`config.mk`:
```
export PLATFORM = sky130hd
export DESIGN_NAME = key8_debounce_onehot
export DESIGN_NICKNAME = d
export VERILOG_FILES = /design/src/rtl/key8_debounce_onehot.sv
export SDC_FILE = /design/constraint.sdc
export NUM_CORES = 1
export LEC_CHECK = 0
export CAP_MARGIN = 20
export CORE_MARGIN = 5
export CORE_UTILIZATION = 58
export DETAILED_ROUTE_END_ITERATION = 16
export GPL_TIMING_DRIVEN = 0
export PLACE_DENSITY = 0.83
export RECOVER_POWER = 100
export SETUP_SLACK_MARGIN = 0.02
export SYNTH_ARGS = -nofsm -noshare
export SYNTH_HDL_FRONTEND = slang
export SYNTH_SLANG_ARGS = --single-unit
```
`constraint.sdc`:
```
create_clock -name clk -period 4.67 [get_ports clk]
set_clock_uncertainty 0.15 [all_clocks]
set_input_delay 0.467 -clock clk [delete_from_list [all_inputs] [get_ports clk]]
set_output_delay 0.467 -clock clk [all_outputs]
set_load 0.03 [all_outputs]
```
`src/rtl/key8_debounce_onehot.sv`:
```
// Key front end for the 8-to-3 encoder: 2-flop sync, single-key debounce, one-hot Din/EN drive.
// Optional auto-repeat strobes while a key is held, enabled by defining KEY_REPEAT_EN.
module key8_debounce_onehot #(
    parameter int DEB_CYCLES    = 20,
    parameter int REPEAT_CYCLES = 100
) (
    input  logic       clk,
    input  logic       rst_n,
    input  logic [7:0] key_raw,
    output logic [7:0] key_onehot,
    output logic       key_en,
    output logic       press_pulse,
    output logic [1:0] key_state
);

    localparam int MAX_CYCLES = (DEB_CYCLES > REPEAT_CYCLES) ? DEB_CYCLES : REPEAT_CYCLES;
    localparam int CNT_W      = $clog2(MAX_CYCLES + 1);
    localparam logic [CNT_W-1:0] CNT_MAX = {CNT_W{1'b1}};
    localparam logic [CNT_W-1:0] DEB_M1  = CNT_W'(DEB_CYCLES - 1);

    typedef enum logic [1:0] {
        ST_IDLE     = 2'd0,
        ST_DEBOUNCE = 2'd1,
        ST_HELD     = 2'd2,
        ST_RELEASE  = 2'd3
    } state_t;

    state_t           state_r, state_s;
    logic [7:0]       sync1_r;
    logic [7:0]       key_sync_r;
    logic [7:0]       cand_r, cand_s;
    logic [CNT_W-1:0] cnt_r, cnt_s;
    logic [7:0]       key_onehot_r, onehot_s;
    logic             key_en_r, en_s;
    logic             press_pulse_r, pulse_s;

    function automatic logic is_onehot(input logic [7:0] v);
        return (v != 8'd0) && ((v & (v - 8'd1)) == 8'd0);
    endfunction

    function automatic logic [CNT_W-1:0] sat_inc(input logic [CNT_W-1:0] v);
        return (v == CNT_MAX) ? v : v + CNT_W'(1);
    endfunction

    // Next-state and next-output decode; outputs are computed here and registered below.
    always_comb begin
        state_s  = state_r;
        cand_s   = cand_r;
        cnt_s    = cnt_r;
        onehot_s = 8'd0;
        en_s     = 1'b0;
        pulse_s  = 1'b0;
        case (state_r)
            ST_IDLE: begin
                if (is_onehot(key_sync_r)) begin
                    state_s = ST_DEBOUNCE;
                    cand_s  = key_sync_r;
                    cnt_s   = {CNT_W{1'b0}};
                end else begin
                    cnt_s   = {CNT_W{1'b0}};
                end
            end
            ST_DEBOUNCE: begin
                if (key_sync_r != cand_r) begin
                    state_s = ST_IDLE;
                    cnt_s   = {CNT_W{1'b0}};
                end else if (cnt_r == DEB_M1) begin
                    state_s  = ST_HELD;
                    onehot_s = cand_r;
                    en_s     = 1'b1;
                    pulse_s  = 1'b1;
                    cnt_s    = {CNT_W{1'b0}};
                end else begin
                    cnt_s    = sat_inc(cnt_r);
                end
            end
            ST_HELD: begin
                // Any change from the accepted key (release, bounce, extra key) drops EN at once.
                if (key_sync_r != cand_r) begin
                    state_s  = ST_RELEASE;
                    cnt_s    = {CNT_W{1'b0}};
                end else begin
                    onehot_s = cand_r;
                    en_s     = 1'b1;
                end
            end
            ST_RELEASE: begin
                if (key_sync_r != 8'd0) begin
                    cnt_s   = {CNT_W{1'b0}};
                end else if (cnt_r == DEB_M1) begin
                    state_s = ST_IDLE;
                    cnt_s   = {CNT_W{1'b0}};
                end else begin
                    cnt_s   = sat_inc(cnt_r);
                end
            end
            default: begin
                state_s = ST_IDLE;
                cnt_s   = {CNT_W{1'b0}};
            end
        endcase
    end

`ifdef KEY_REPEAT_EN
    localparam logic [CNT_W-1:0] REP_M1 = CNT_W'(REPEAT_CYCLES - 1);
    logic [CNT_W-1:0] rep_r, rep_s;
    logic             rep_fire_s;

    // Auto-repeat period counter, live only while staying in HELD.
    always_comb begin
        rep_s      = {CNT_W{1'b0}};
        rep_fire_s = 1'b0;
        if ((state_r == ST_HELD) && (state_s == ST_HELD)) begin
            if (rep_r == REP_M1) begin
                rep_fire_s = 1'b1;
                rep_s      = {CNT_W{1'b0}};
            end else begin
                rep_s      = sat_inc(rep_r);
            end
        end else begin
            rep_s = {CNT_W{1'b0}};
        end
    end

    // Repeat counter register.
    always_ff @(posedge clk) begin
        if (!rst_n) begin
            rep_r <= {CNT_W{1'b0}};
        end else begin
            rep_r <= rep_s;
        end
    end
`endif

    // Synchroniser, FSM state and registered outputs.
    always_ff @(posedge clk) begin
        if (!rst_n) begin
            sync1_r       <= 8'd0;
            key_sync_r    <= 8'd0;
            state_r       <= ST_IDLE;
            cand_r        <= 8'd0;
            cnt_r         <= {CNT_W{1'b0}};
            key_onehot_r  <= 8'd0;
            key_en_r      <= 1'b0;
            press_pulse_r <= 1'b0;
        end else begin
            sync1_r       <= key_raw;
            key_sync_r    <= sync1_r;
            state_r       <= state_s;
            cand_r        <= cand_s;
            cnt_r         <= cnt_s;
            key_onehot_r  <= onehot_s;
            key_en_r      <= en_s;
`ifdef KEY_REPEAT_EN
            press_pulse_r <= pulse_s | rep_fire_s;
`else
            press_pulse_r <= pulse_s;
`endif
        end
    end

    assign key_onehot  = key_onehot_r;
    assign key_en      = key_en_r;
    assign press_pulse = press_pulse_r;
    assign key_state   = state_r;

endmodule

```
==> results.md <==
* Status: completed
* Setup TNS at 0 ps
* Yosys top cell by area: dfxtp_1
* Syn nets at 199
* Layout Area Growth over Synthesis at 16.6%
* Overall power at 690 uW
* Top cell type's share of synthesized area at 49.4%
* Tightest Pin Transition at 660 ps
* Max-cap violations at 0
* Sequential area share after synthesis at 49.4%
* Adder-cell share of the synthesized area at 4.89%
* Unrepaired setup endpoints after global routing: false
* H-Tree Depth at 2
* Post-Syn Area per Cell at 9.52 um2
* Post-synthesis simple-gate area fraction at 26.9%
* CTS tree: done
* Synth Area in Compound Gates at 10.5%
* Max Freq at 0.383 GHz
* Syn. warnings at 0
* Element type at the critical path start: flop
* Synth Area in XOR/XNOR at 4.53%
* CP Class: reg -> reg
* Hold_ws at 298 ps
* Global-route wire length before repair at 5770 um
* Placed cells at 234
* Fin. Hold Viols at 0
* Die area at 4200 um2
* HP Class: reg -> reg
* DP HPWL at 2390 um
* Dominant cells by area after synthesis: dfxtp_1 (49%), and2_1 (9.0%), xor2_1 (4.5%)
* Longest Clk Path Bufs at 2
* Crit-path max FO at 9
* Worst path cell trace: xor2_1, nor4_1, nand3_1, o31ai_1, and3_1, clkbuf_1, and2_0
* CTS Buf Count at 5
* Post-cts sizing count at 0
* Worst stage delay on the critical path at 620 ps
* Skew-Pair Late Insertion Delay at 370 ps
* Routed Wire Length at 3350 um
* Post-DRT Antenna Nets at 0
* Fin nets at 226
* DR iter-0 viols at 97
* CP Data Arrival Time at 2780 ps
* Initial antenna violation count at 0
* Distinct cell type count after synthesis at 34
* Synthesized area at 1740 um2
* Slowest cell on the critical path: nor4_1
* Placeable Area at 2830 um2
* IO Port Bufs at 20
* Grt ovf at 0
* Setup Slack @ Placement at 2440 ps
* Share of cells above drive strength 1 at 5.69%
* Num Clock Sinks at 43
* Chip Height at 64.8 um
* Slew margin rel. at 55.5%
* Largest net degree at the start of global routing at 15
* Largest family of logic cells by synthesized area: simple AND/OR/NAND/NOR gates
* WP data required at 4840 ps
* Pwr/cell area at 340 nW/um2
* Count of final setup violators at 0
* Flops & latches, synth at 43
* Residual DRC at 0
* Final Max Tran Viols at 0
* Post-CTS Setup Inserts at 0
* Tcrit/Tclk final at 55.9%
* Root Buffer Master: clkbuf_4
* Std-Cell Rows at 19
* Placer Congestion at 0.847
* Leakage at 0.000863 uW
* Clock period minus worst slack at 2610 ps
* Vias per cell at 5.67
* Hold_buf cts at 0
* Initial Util at 61.6%
* Chip Width at 64.8 um
* Mux cell area share after synthesis at 1.15%
* Vias at 1371
* Average routed wire per standard cell at 13.9 um
* Vias in the first global route at 1299
* Synth Instances at 183
* Non-Filler Instances at 242
* Worst setup margin at 2060 ps
* Diodes inserted at 0
* I/O pin total at 22
* IR drop worst, VDD at 248 uV
* Clock transition at the registers of the reported paths at 130 ps
* Crit end category: flop
* First-pass DRT Iterations at 4
* Tot GR Track Use at 17.8%
==> routing by layer <==
metal,wire [um],track usage [%],up-vias
met3,182,6.22,6
met2,1690,29.8,40
met1,1420,19.9,642
met4,61,9.23,0
met5,0,0,-
li1,-,-,683
==> power breakdown <==
part	switching, uW	total, uW	internal (uW)
registers	13.2	393	380
clock network	125	199	74.1
logic	59.6	98.0	38.5
==> per-stage QoR <==
stage	utilization [%]	cell area (um2)
finish	71.8	2030
floorplan	-	1740
global placement	70.0	1980
global route	71.8	2030
detailed placement	70.0	1980
CTS	72.4	2050
==> worst max-delay path: cells and delay by family, from the launching register on <==
kind	cells	cell delay (ps)
DFF	1	500
AOI/OAI and AO/OA	1	160
xor gates and xnor gates	1	110
and+or+nand+nor	4	1400
buffers and inverters	1	250
==> cells by family after synthesis <==
group,Yosys count
and+or+nand+nor,82
adders and majority gates,7
xor gates and xnor gates,9
AOI/OAI and AO/OA,29
buffers and inverters,11
DFF,43
muxes,2
==> sequential cells by signal, indices dropped and copies added (netlist names), named ones only <==
name / count
press_pulse: 1
cand_r: 8
sync1_r: 8
key_en: 1
key_state: 1
cnt_r: 7
key_onehot: 8
key_sync_r: 8
==> worst paths after layout <==
check | start | slack (ps) | depth (start not counted) | to
worst max-delay path | key_sync_r[5] | 2060 | 7 | key_onehot[6]
worst min-delay path | sync1_r[6] | 300 | 1 | key_sync_r[6]
worst max register to register | key_sync_r[5] | 2060 | 7 | key_onehot[6]
worst min register to register | sync1_r[6] | 300 | 1 | key_sync_r[6]
==> cell usage in the layout (no fill, tap or decap), types with 3 or more instances in the layout <==
cell,synthesis,layout
a21oi_1,8,8
nor2_1,5,5
ha_1,6,6
clkbuf_4,0,5
dfxtp_1,43,43
o21ai_0,12,13
nand3_1,12,12
xor2_1,9,9
inv_1,5,5
nand3b_1,3,3
dlygate4sd3_1,0,12
clkbuf_1,4,6
clkdlybuf4s50_1,0,8
and2_0,0,10
and3_1,6,6
and2_1,25,15
nand2_1,18,18
==> synth_stat cells <==
master / n
a211oi_1: 1
a21boi_0: 1
a21oi_1: 8
a221oi_2: 1
and2_1: 25
and3_1: 6
buf_2: 1
buf_4: 1
clkbuf_1: 4
dfxtp_1: 43
ha_1: 6
inv_1: 5
maj3_1: 1
mux2i_1: 2
nand2_1: 18
nand3_1: 12
nand3b_1: 3
nand4_1: 2
nor2_1: 5
nor3_1: 2
nor3_2: 1
nor3b_2: 1
nor4_1: 1
nor4_2: 2
nor4b_1: 1
o2111ai_1: 1
o211ai_1: 2
o21ai_0: 12
o21ai_1: 1
o31ai_1: 1
o41ai_2: 1
or3_1: 2
or4_1: 1
xor2_1: 9
==> cell type report <==
cell class,instances,area (um2)
inverter,5,18.8
clock inverter,2,16.3
clock buffer,6,51.3
tap,31,38.8
fill,225,798
timing repair buffer,20,200
buffer,6,22.5
multi-input combinational,129,822
sequential,43,861
Note: power is estimated with default switching activity, not from simulation.
